File: src/rtl/bram_fifo_pkg.sv
`default_nettype none
// ============================================================================
// Module      : bram_fifo_pkg
// Description : Shared constants and types for the BRAM-backed FIFO.
//               c_DATA_WIDTH_DEF / c_ADDR_WIDTH_DEF are the default word
//               width and log2 depth. ptr_t is the read/write pointer type
//               for the default depth. It carries one extra wrap bit so that
//               full and empty can be told apart.
// Revision    : 1.0 - initial release
// ============================================================================
package bram_fifo_pkg;

    localparam int c_DATA_WIDTH_DEF = 32;
    localparam int c_ADDR_WIDTH_DEF = 4;

    // Pointer with a wrap bit: wraps modulo 2*DEPTH
    typedef logic [c_ADDR_WIDTH_DEF:0] ptr_t;

endpackage : bram_fifo_pkg
`default_nettype wire

File: src/rtl/dual_port_ram.sv
`default_nettype none
// ============================================================================
// Module      : dual_port_ram
// Description : Simple dual-port block RAM.
//               Port A is write-only. Port B is a registered read with
//               1-cycle latency. A same-address access on both ports in one
//               cycle returns the old contents on port B (read-first).
//               The contents have no reset.
// Ports       : i_clk_a, i_en_a, i_we_a, i_addr_a, i_din_a  - write port
//               i_clk_b, i_en_b, i_addr_b, o_dout_b         - read port
// Revision    : 1.0 - initial release
// ============================================================================
module dual_port_ram #(
    parameter int DATA_WIDTH = 32,
    parameter int ADDR_WIDTH = 4
) (
    input  logic                  i_clk_a,
    input  logic                  i_en_a,
    input  logic                  i_we_a,
    input  logic [ADDR_WIDTH-1:0] i_addr_a,
    input  logic [DATA_WIDTH-1:0] i_din_a,
    input  logic                  i_clk_b,
    input  logic                  i_en_b,
    input  logic [ADDR_WIDTH-1:0] i_addr_b,
    output logic [DATA_WIDTH-1:0] o_dout_b
);

    localparam int c_DEPTH = 2 ** ADDR_WIDTH;

    logic [DATA_WIDTH-1:0] r_mem [0:c_DEPTH-1];
    logic [DATA_WIDTH-1:0] r_dout_b;

    always_ff @(posedge i_clk_a) begin
        if (i_en_a && i_we_a) begin
            r_mem[i_addr_a] <= i_din_a;
        end
    end

    always_ff @(posedge i_clk_b) begin
        if (i_en_b) begin
            r_dout_b <= r_mem[i_addr_b];
        end
    end

    assign o_dout_b = r_dout_b;

endmodule : dual_port_ram
`default_nettype wire

File: src/rtl/bram_fifo.sv
`default_nettype none
// ============================================================================
// Module      : bram_fifo
// Description : First-word-fall-through FIFO built on one dual_port_ram.
//               The head word flows through two stages: the BRAM output
//               register, then the m_data output register. A word pushed
//               into an empty FIFO appears on m_data two edges after it
//               was accepted.
// Ports       : clk, rst_n (async, active-low), flush (sync discard)
//               s_data/s_valid/s_ready  - write handshake
//               m_data/m_valid/m_ready  - read handshake (FWFT)
//               level, full, empty      - occupancy
//               max_level               - high-water mark of level
//                                         (present only with
//                                         BRAM_FIFO_STATS_EN defined)
// Config      : `define BRAM_FIFO_STATS_EN to add the max_level port
// Revision    : 1.0 - initial release
// ============================================================================
module bram_fifo
    import bram_fifo_pkg::*;
#(
    parameter int DATA_WIDTH = c_DATA_WIDTH_DEF,
    parameter int ADDR_WIDTH = c_ADDR_WIDTH_DEF
) (
    input  logic                  clk,
    input  logic                  rst_n,
    input  logic                  flush,
    input  logic [DATA_WIDTH-1:0] s_data,
    input  logic                  s_valid,
    output logic                  s_ready,
    output logic [DATA_WIDTH-1:0] m_data,
    output logic                  m_valid,
    input  logic                  m_ready,
    output logic [ADDR_WIDTH:0]   level,
    output logic                  full,
    output logic                  empty
`ifdef BRAM_FIFO_STATS_EN
    ,
    output logic [ADDR_WIDTH:0]   max_level
`endif
);

    localparam logic [ADDR_WIDTH:0] c_PTR_ONE = {{ADDR_WIDTH{1'b0}}, 1'b1};

    // r_wr_ptr    : next write slot
    // r_rd_ptr    : head word (popped words are behind it)
    // r_fetch_ptr : next word still to be read out of the BRAM
    logic [ADDR_WIDTH:0]   r_wr_ptr;
    logic [ADDR_WIDTH:0]   r_rd_ptr;
    logic [ADDR_WIDTH:0]   r_fetch_ptr;
    logic                  r_dout_vld;   // BRAM output holds an unconsumed word
    logic                  r_m_valid;
    logic [DATA_WIDTH-1:0] r_m_data;

    logic                  w_push;
    logic                  w_pop;
    logic                  w_load;
    logic                  w_fetch;
    logic                  w_wr_en;
    logic [ADDR_WIDTH-1:0] w_rd_addr;
    logic [ADDR_WIDTH-1:0] w_hold_addr;
    logic [DATA_WIDTH-1:0] w_ram_dout;

    assign level   = r_wr_ptr - r_rd_ptr;
    assign empty   = (r_wr_ptr == r_rd_ptr);
    assign full    = (r_wr_ptr[ADDR_WIDTH] != r_rd_ptr[ADDR_WIDTH]) &&
                     (r_wr_ptr[ADDR_WIDTH-1:0] == r_rd_ptr[ADDR_WIDTH-1:0]);
    assign s_ready = ~full;
    assign m_valid = r_m_valid;
    assign m_data  = r_m_data;

    assign w_push  = s_valid & ~full;
    assign w_pop   = r_m_valid & m_ready;
    assign w_wr_en = w_push & ~flush;

    // The output register takes the BRAM word when it is empty or being popped
    assign w_load  = r_dout_vld & (~r_m_valid | w_pop);

    // Start a new read only when the BRAM output stage will be free. The
    // fetch pointer trails the write pointer, so the addressed word was
    // written on an earlier edge and never collides with this cycle's write.
    assign w_fetch = (r_fetch_ptr != r_wr_ptr) & (~r_dout_vld | w_load);

    // While a fetched word waits, keep re-reading its slot so the BRAM output
    // stays stable. That slot is unpopped, so it cannot be overwritten.
    assign w_hold_addr = r_fetch_ptr[ADDR_WIDTH-1:0] - ADDR_WIDTH'(1);
    assign w_rd_addr   = w_fetch ? r_fetch_ptr[ADDR_WIDTH-1:0] : w_hold_addr;

    dual_port_ram #(
        .DATA_WIDTH (DATA_WIDTH),
        .ADDR_WIDTH (ADDR_WIDTH)
    ) u_ram (
        .i_clk_a  (clk),
        .i_en_a   (w_wr_en),
        .i_we_a   (w_wr_en),
        .i_addr_a (r_wr_ptr[ADDR_WIDTH-1:0]),
        .i_din_a  (s_data),
        .i_clk_b  (clk),
        .i_en_b   (1'b1),
        .i_addr_b (w_rd_addr),
        .o_dout_b (w_ram_dout)
    );

    always_ff @(posedge clk or negedge rst_n) begin
        if (!rst_n) begin
            r_wr_ptr    <= '0;
            r_rd_ptr    <= '0;
            r_fetch_ptr <= '0;
            r_dout_vld  <= 1'b0;
            r_m_valid   <= 1'b0;
            r_m_data    <= '0;
        end else if (flush) begin
            // Dropping r_dout_vld also discards any BRAM read in flight
            r_wr_ptr    <= '0;
            r_rd_ptr    <= '0;
            r_fetch_ptr <= '0;
            r_dout_vld  <= 1'b0;
            r_m_valid   <= 1'b0;
            r_m_data    <= '0;
        end else begin
            if (w_push) begin
                r_wr_ptr <= r_wr_ptr + c_PTR_ONE;
            end
            if (w_pop) begin
                r_rd_ptr <= r_rd_ptr + c_PTR_ONE;
            end
            if (w_fetch) begin
                r_fetch_ptr <= r_fetch_ptr + c_PTR_ONE;
            end
            r_dout_vld <= w_fetch | (r_dout_vld & ~w_load);
            if (w_load) begin
                r_m_data  <= w_ram_dout;
                r_m_valid <= 1'b1;
            end else if (w_pop) begin
                r_m_valid <= 1'b0;
            end
        end
    end

`ifdef BRAM_FIFO_STATS_EN
    logic [ADDR_WIDTH:0] w_level_next;
    logic [ADDR_WIDTH:0] r_max_level;

    assign w_level_next = level + (w_push ? c_PTR_ONE : '0) - (w_pop ? c_PTR_ONE : '0);

    always_ff @(posedge clk or negedge rst_n) begin
        if (!rst_n) begin
            r_max_level <= '0;
        end else if (flush) begin
            r_max_level <= '0;
        end else if (w_level_next > r_max_level) begin
            r_max_level <= w_level_next;
        end
    end

    assign max_level = r_max_level;
`endif

endmodule : bram_fifo
`default_nettype wire

File: config.mk
export PLATFORM = sky130hd
export DESIGN_NAME = bram_fifo
export DESIGN_NICKNAME = d
export VERILOG_FILES = /design/src/rtl/bram_fifo_pkg.sv /design/src/rtl/dual_port_ram.sv /design/src/rtl/bram_fifo.sv
export SDC_FILE = /design/constraint.sdc
export NUM_CORES = 1
export LEC_CHECK = 0
export BUFFER_PORTS_ARGS = -buffer_cell sky130_fd_sc_hd__buf_2
export CORE_MARGIN = 2
export CORE_UTILIZATION = 56
export DETAILED_ROUTE_END_ITERATION = 10
export PLACE_DENSITY = 0.82
export SLEW_MARGIN = 20
export SYNTH_ARGS = -nofsm -noshare
export SYNTH_HDL_FRONTEND = slang
export SYNTH_SLANG_ARGS = --single-unit
File: constraint.sdc
create_clock -name clk -period 4.2 [get_ports clk]
set_input_delay 0 -clock clk [delete_from_list [all_inputs] [get_ports clk]]
set_output_delay 0 -clock clk [all_outputs]
set_load 0.01 [all_outputs]
Word level (Yosys, flattened, before mapping)
Memories as Yosys holds them, arrays and structs flattened. A register that Yosys moved wholly into a read port is not among the register bits.
Index checks and enable logic that the tools add are counted.
{"block": "totals", "wordCells": 51, "regBits": 49, "out_inout_bits": 41, "n_memories": 1, "mem_bits_rw": 512, "inputBits": 37}
{"block": "op_classes", "addsub": 5, "n_reduce_logical": 6, "muxes": 15, "n_bitwise": 14, "n_eq_ne": 4}
{"memory": "u_ram.r_mem", "words": 16, "word_bits": 32, "read_ports": 1, "rd_ports_with_merged_regs": 1, "wr": 1, "line_no": "dual_port_ram.sv:30", "text": "logic [DATA_WIDTH-1:0] r_mem [0:c_DEPTH-1];"}
{"operator": "two-way mux 32 bit", "count": 2}
{"operator": "two-way mux 5 bit", "count": 6}
{"operator": "adder 5 x 1 -> 5 bit, second input constant", "count": 3}
{"operator": "nonzero test 2 bit", "count": 4}
{"operator": "AND 1 bit", "count": 6}
{"operator": "two-way mux 1 bit", "count": 6}
{"operator": "== test 5 bit", "count": 1}
{"operator": "!= test 5 bit", "count": 1}
{"operator": "inverter 1 bit", "count": 5}
{"operator": "subtractor 5 bit", "count": 1}
{"operator": "== test 4 bit", "count": 1}
{"operator": "two-way mux 4 bit", "count": 1}
{"operator": "subtractor 4 x 1 -> 4 bit, second input constant", "count": 1}
{"operator": "bitwise OR 1 bit", "count": 3}
{"operator": "nonzero test 3 bit", "count": 1}
{"operator": "logical AND 1 bit", "count": 1}
{"operator": "!= test 1 bit", "count": 1}

Depth between registers and ports, before layout
{"block": "depth", "word_depth": 7, "depth_mapped": 13, "mapped_depth_nobuf": 9}

By module
A second synthesis with hierarchy kept.
{"block": "hier_totals", "hier_cells": 1049, "area_unflattened_um2": 22574.2}
{"mod": "dual_port_ram", "area_each_um2": 20160.6, "cells_each": 839, "seq_area_each_um2": 16335.7, "instances": 1}
{"mod": "bram_fifo", "area_each_um2": 2413.6, "cells_each": 210, "seq_area_each_um2": 1226.2, "instances": 1}

Worst setup path after synthesis
OpenSTA, ideal clock, no wires.
{"block": "synth_timing", "path_type": "register to register", "startpoint": "reg r_wr_ptr[0]", "endpoint": "mem u_ram.r_mem[0][0], enable pin", "setup_time_ns": 0.461, "t_required_ns": 3.739, "period_less_slack_ns": 4.516, "arrival_ns": 4.054, "path_slack_ns": -0.316, "path_buffers": 1, "path_stages_with_launch": 10, "cell_sequence": "dfrtp_1 > inv_1 > ha_1 > nand4_1 > nand2b_1 > and2_1 > clkbuf_1 > nor2b_1 > nand2_1 > nor3_1"}
{"block": "synth_via", "elab_chain_cells": 7}
{"element": "from (decl)", "line_no": "bram_fifo.sv:48", "text": "logic [ADDR_WIDTH:0] r_wr_ptr;"}
{"element": "from (signal assigned)", "line_no": "bram_fifo.sv:122", "text": "r_wr_ptr <= r_wr_ptr + c_PTR_ONE;"}
{"element": "== test 4 bit", "line_no": "bram_fifo.sv:67", "text": "(r_wr_ptr[ADDR_WIDTH-1:0] == r_rd_ptr[ADDR_WIDTH-1:0]);"}
{"element": "logical AND 1 bit", "line_no": "bram_fifo.sv:66", "text": "assign full = (r_wr_ptr[ADDR_WIDTH] != r_rd_ptr[ADDR_WIDTH]) &&"}
{"element": "inverter 1 bit"}
{"element": "via s_ready", "line_no": "bram_fifo.sv:30", "text": "output logic s_ready,"}
{"element": "AND 1 bit", "line_no": "bram_fifo.sv:72", "text": "assign w_push = s_valid & ~full;"}
{"element": "AND 1 bit", "line_no": "bram_fifo.sv:74", "text": "assign w_wr_en = w_push & ~flush;"}
{"element": "two-way mux 1 bit", "line_no": "dual_port_ram.sv:34", "text": "if (i_en_a && i_we_a) begin"}
{"element": "two-way mux 1 bit (implied by the code)", "line_no": "dual_port_ram.sv:35", "text": "r_mem[i_addr_a] <= i_din_a;"}
{"element": "to (decl)", "line_no": "dual_port_ram.sv:30"}
The timed path passes the listed nets, and every way through them passes these cells.

Worst setup path in the final report
{"block": "layout_timing", "startpoint": "reg r_wr_ptr[0]", "endpoint": "mem u_ram.r_mem[9][30], enable pin"}
{"block": "layout_via", "elab_chain_cells": 7}
{"element": "== test 4 bit", "line_no": "bram_fifo.sv:67"}
{"element": "logical AND 1 bit", "line_no": "bram_fifo.sv:66"}
{"element": "inverter 1 bit", "line_no": "bram_fifo.sv:72"}
{"element": "AND 1 bit", "line_no": "bram_fifo.sv:72"}
{"element": "AND 1 bit", "line_no": "bram_fifo.sv:74"}
{"element": "two-way mux 1 bit", "line_no": "dual_port_ram.sv:34"}
{"element": "two-way mux 1 bit (implied by the code)", "line_no": "dual_port_ram.sv:35"}
Several ways; a longest one is shown, not always the timed one.

==> results.env <==
RUN_STATUS='finished clean'
SYNTH.CELL_AREA_SQ_MM=0.0266
SYNTH_AREA_LEADERS='sky130_fd_sc_hd__edfxtp_1, sky130_fd_sc_hd__mux2i_1, sky130_fd_sc_hd__dfrtp_1'
FIRST_GLOBAL_VIAS=18800
CP.REQUIRED_NS=4.51
POSTSYNTHNETCOUNT=1972
NETLIST.AREA_LEADER.SHARE=0.578
GRT_MAX_DEGREE=74
PWR_DENSITY_CELL_mW_PER_MM2=797
SYNTH.TOP_CELLS.BY_COUNT='sky130_fd_sc_hd__edfxtp_1, sky130_fd_sc_hd__mux2i_1, sky130_fd_sc_hd__o22ai_1'
TIMING.CRITICAL_PATH.CELLS='inv_1, ha_1, nand4_1, nand2b_1, and2_1, nor2b_1, nand2_1, nor2_4, buf_4'
TIMING.REG2REG.SETUP_SLACK_NS=0.64
SYNTHDOMINANTAREACELLTYPE='sky130_fd_sc_hd__edfxtp_1'
WORST_HOLD_PATH_TYPE='input port to async pin'
WORST_SETUP_PATH_CATEGORY='flip-flop to flip-flop'
DRT-INITIAL-DRC-COUNT=3211
SYNTH_AREA_PER_CELL_SQ_UM=13.8
FINALCRITPERIODSHARE=0.848
TOTAL_GLOBAL_ROUTING_TRACK_UTILIZATION=0.302
PORT-BUFFER-COUNT=77
NUMBER_OF_ANTENNA_VIOLATIONS_AT_THE_FIRST_CHECK_IN_GLOBAL_ROUTING=2
FF2FF_PATH_DEPTH=9
CLOCK_LATENCY_NS=0.63
DIE_HEIGHT_MICRONS=222
YS_SEQ_AREA_FRAC=0.648
PLACE_CONGESTION=0.880
NUM-NETS-FINAL=2050
WORST_IR_DROP_VDD_mV=0.691
CTSLONGESTPATHBUFFERS=3
FINALMAXSLEWVIOLATIONS=0
VIA_PER_INST=7.30
FINALHOLDWORSTSLACK_NS=0.0912
YOSYS_WARNINGS=0
TIMING.MAX_SLEW.REL_SLACK=0.268
LEAKAGE_nW=10.0
SYNTH_ENABLE_FLOP_CELLS=512
RESIZED_CELLS_POST_CTS=0
TRITONCTS='done'
SYNTH_ASYNC_SR_FLOP_SHARE=0.0826
IO_PINS=78
OVERFLOW=0
TIMING.CRITICAL_PATH.FANOUT_MAX=16
POST_PLACE_CELL_AREA_SQ_MM=0.0280
DRIVE_ABOVE_1_SHARE=0.144
WIRELENGTH_MM=75.6
CTS.CLK_SLEW.WORST_PATHS_NS=0.06
FINAL_HOLD_VIOL_COUNT=0
SLOWEST_DELAY_NS=0.59
SYNTH.MOST_COMMON_CELL='sky130_fd_sc_hd__edfxtp_1'
DRTPASS1ITERATIONS=7
CRIT_ARRIVAL_NS=3.87
FILLERS=3100
DESIGN.DIE.AREA_SQ_MM=0.0493
EFFECTIVE_UTILIZATION_AT_FLOORPLAN=0.569
CTS_BUFFER_COUNT=56
CRITPATHLAUNCHTYPE='flip-flop'
MAX_FREQ_GHz=0.281
CLOCK_TREE_SKEW_AFTER_FINAL_LAYOUT_NS=0.0158
WORST_SETUP_PATH_END_KIND='flip-flop'
FINAL_ANTENNA_NET_COUNT=0
TIGHTEST_SLEW_NS=1.10
RSZ0062_AT_GRT='no'
FIN_TOTAL_PWR_mW=24.3
TNS_NS=0
CTS-HTREE-LEVELS=2
SYNTH_TOP_FLOP_CELL='sky130_fd_sc_hd__edfxtp_1'
FINALINSTANCEAREA_SQ_MM=0.0304
FINALWORSTPATHREQUIREDPERIOD_NS=3.56
FINALSETUPVIOLCOUNT=0
GLOBAL_ROUTE_WIRE_LENGTH_BEFORE_REPAIR_MM=113
DETAILED_PLACE_HPWL_MM=43.4
AREAGROWTHSYNTHTOFINISH_PCT=14.4
DRC_ERRORS=0
DIODES=0
ROUTEDWLPERCELL_MICRONS=28.5
MAX_CAP_VIOLATIONS=0
CORE_AREA_SQ_MM=0.0468
CRITPATHSLOWESTCELL='sky130_fd_sc_hd__nor2b_1'
SYNTH_SEQ_CELLS=593
SYNTHESIS.INSTANCES=1923
ROWS=79
DIEWIDTH_MICRONS=222
SYNTH_CELL_TYPES=59
CTS_ROOT_BUF='sky130_fd_sc_hd__clkbuf_16'
TRITONCTS_NUM_SINKS=593
DR_TOTAL_VIAS=19400
[registers in the layout, indices dropped and copies added, names as in the netlist]
| register | flops |
|---|---|
| m_data | 32 |
| r_wr_ptr | 5 |
| u_ram.o_dout_b | 32 |
| r_rd_ptr | 5 |
| r_dout_vld | 1 |
| u_ram.r_mem | 512 |
| r_fetch_ptr | 5 |
| m_valid | 1 |
[final cells by class]
type / instances / area (sq um) / area share
clock inverter: 30 / 328 / 0.0108
multi-input combinational: 1144 / 8790 / 0.289
sequential: 593 / 17200 / 0.567
timing repair buffer: 190 / 1580 / 0.0521
clock buffer: 76 / 1660 / 0.0546
inverter: 16 / 60.1 / 0.00197
tap: 607 / 759 / 0.0250
[worst max-delay path, delay by kind of cell, from the launching register on]
kind,cells,cell delay (ns)
simple gates,6,1.92
buf+inv,2,0.49
flops,1,0.49
fa+ha+maj,1,0.34
[metal layers]
metal | track usage | wire, microns | share of wire | up-vias
met1 | 0.414 | 28100 | 0.37 | 9454
met2 | 0.461 | 34700 | 0.46 | 1600
met4 | 0.136 | 2960 | 0.039 | 2
li1 | - | - | - | 8053
met3 | 0.0697 | 9880 | 0.13 | 271
met5 | 0 | 12 | 0.00016 | -
[logic make-up (layout without fill, tap and decap cells)]
kind of cell | count (synthesis) | count (layout) | synth area share
compound gates | 641 | 641 | 0.181
flops | 593 | 593 | 0.648
simple gates | 277 | 277 | 0.0529
mux | 195 | 195 | 0.0739
buf+inv | 186 | 312 | 0.0307
xor+xnor | 19 | 19 | 0.00753
fa+ha+maj | 12 | 12 | 0.00593
[metrics by stage]
stage                util  std cells  setup slack [ns]
floorplan               -       1923             0.541
global placement    0.600       2512             0.922
detailed placement  0.600       2512             0.819
CTS                 0.650       2655             0.787
global route        0.651       2656             0.531
finish              0.651       2656             0.640
[report_power, final]
group	leakage (nW)	internal (mW)	switching [mW]
sequential	5.55	6.77	0.274
combinational	3.48	4.24	7.60
clock	0.989	3.15	2.22
[worst paths after layout]
kind | start | to
setup / recovery | r_wr_ptr[0]$_DFFE_PN0P_ | u_ram.r_mem[9][30]$_DFFE_PP_
hold / removal | rst_n | m_data[0]$_DFFE_PN0P_
setup reg to reg | r_wr_ptr[0]$_DFFE_PN0P_ | u_ram.r_mem[9][30]$_DFFE_PP_
hold reg to reg | u_ram.o_dout_b[29]$_DFF_P_ | m_data[29]$_DFFE_PN0P_
max in group asynchronous | rst_n | r_fetch_ptr[0]$_DFFE_PN0P_
min in group clk | s_data[30] | u_ram.r_mem[15][30]$_DFFE_PP_
[layout by cell type, fill, tap and decap left out, types with 36 or more instances in the layout]
cell,synthesis,routed
sky130_fd_sc_hd__nor2_1,97,83
sky130_fd_sc_hd__o221ai_1,64,64
sky130_fd_sc_hd__nor3_1,40,36
sky130_fd_sc_hd__a21oi_1,72,70
sky130_fd_sc_hd__buf_4,6,56
sky130_fd_sc_hd__dlygate4sd3_1,0,37
sky130_fd_sc_hd__edfxtp_1,512,512
sky130_fd_sc_hd__dfrtp_1,49,47
sky130_fd_sc_hd__a2111oi_0,66,66
sky130_fd_sc_hd__mux2i_1,192,192
sky130_fd_sc_hd__buf_2,46,77
sky130_fd_sc_hd__o22ai_1,188,188
sky130_fd_sc_hd__nor2b_1,98,98
sky130_fd_sc_hd__clkbuf_16,0,60
[repair_timing]
action / 4_1_cts / 5_1_grt
endpoints found under the hold margin: 578 / 0
endpoints found under the setup margin: 0 / 0
hold buffers: 37 / 0
buffers inserted: 0 / 0
No activity file was read; power rests on OpenSTA's default activity.
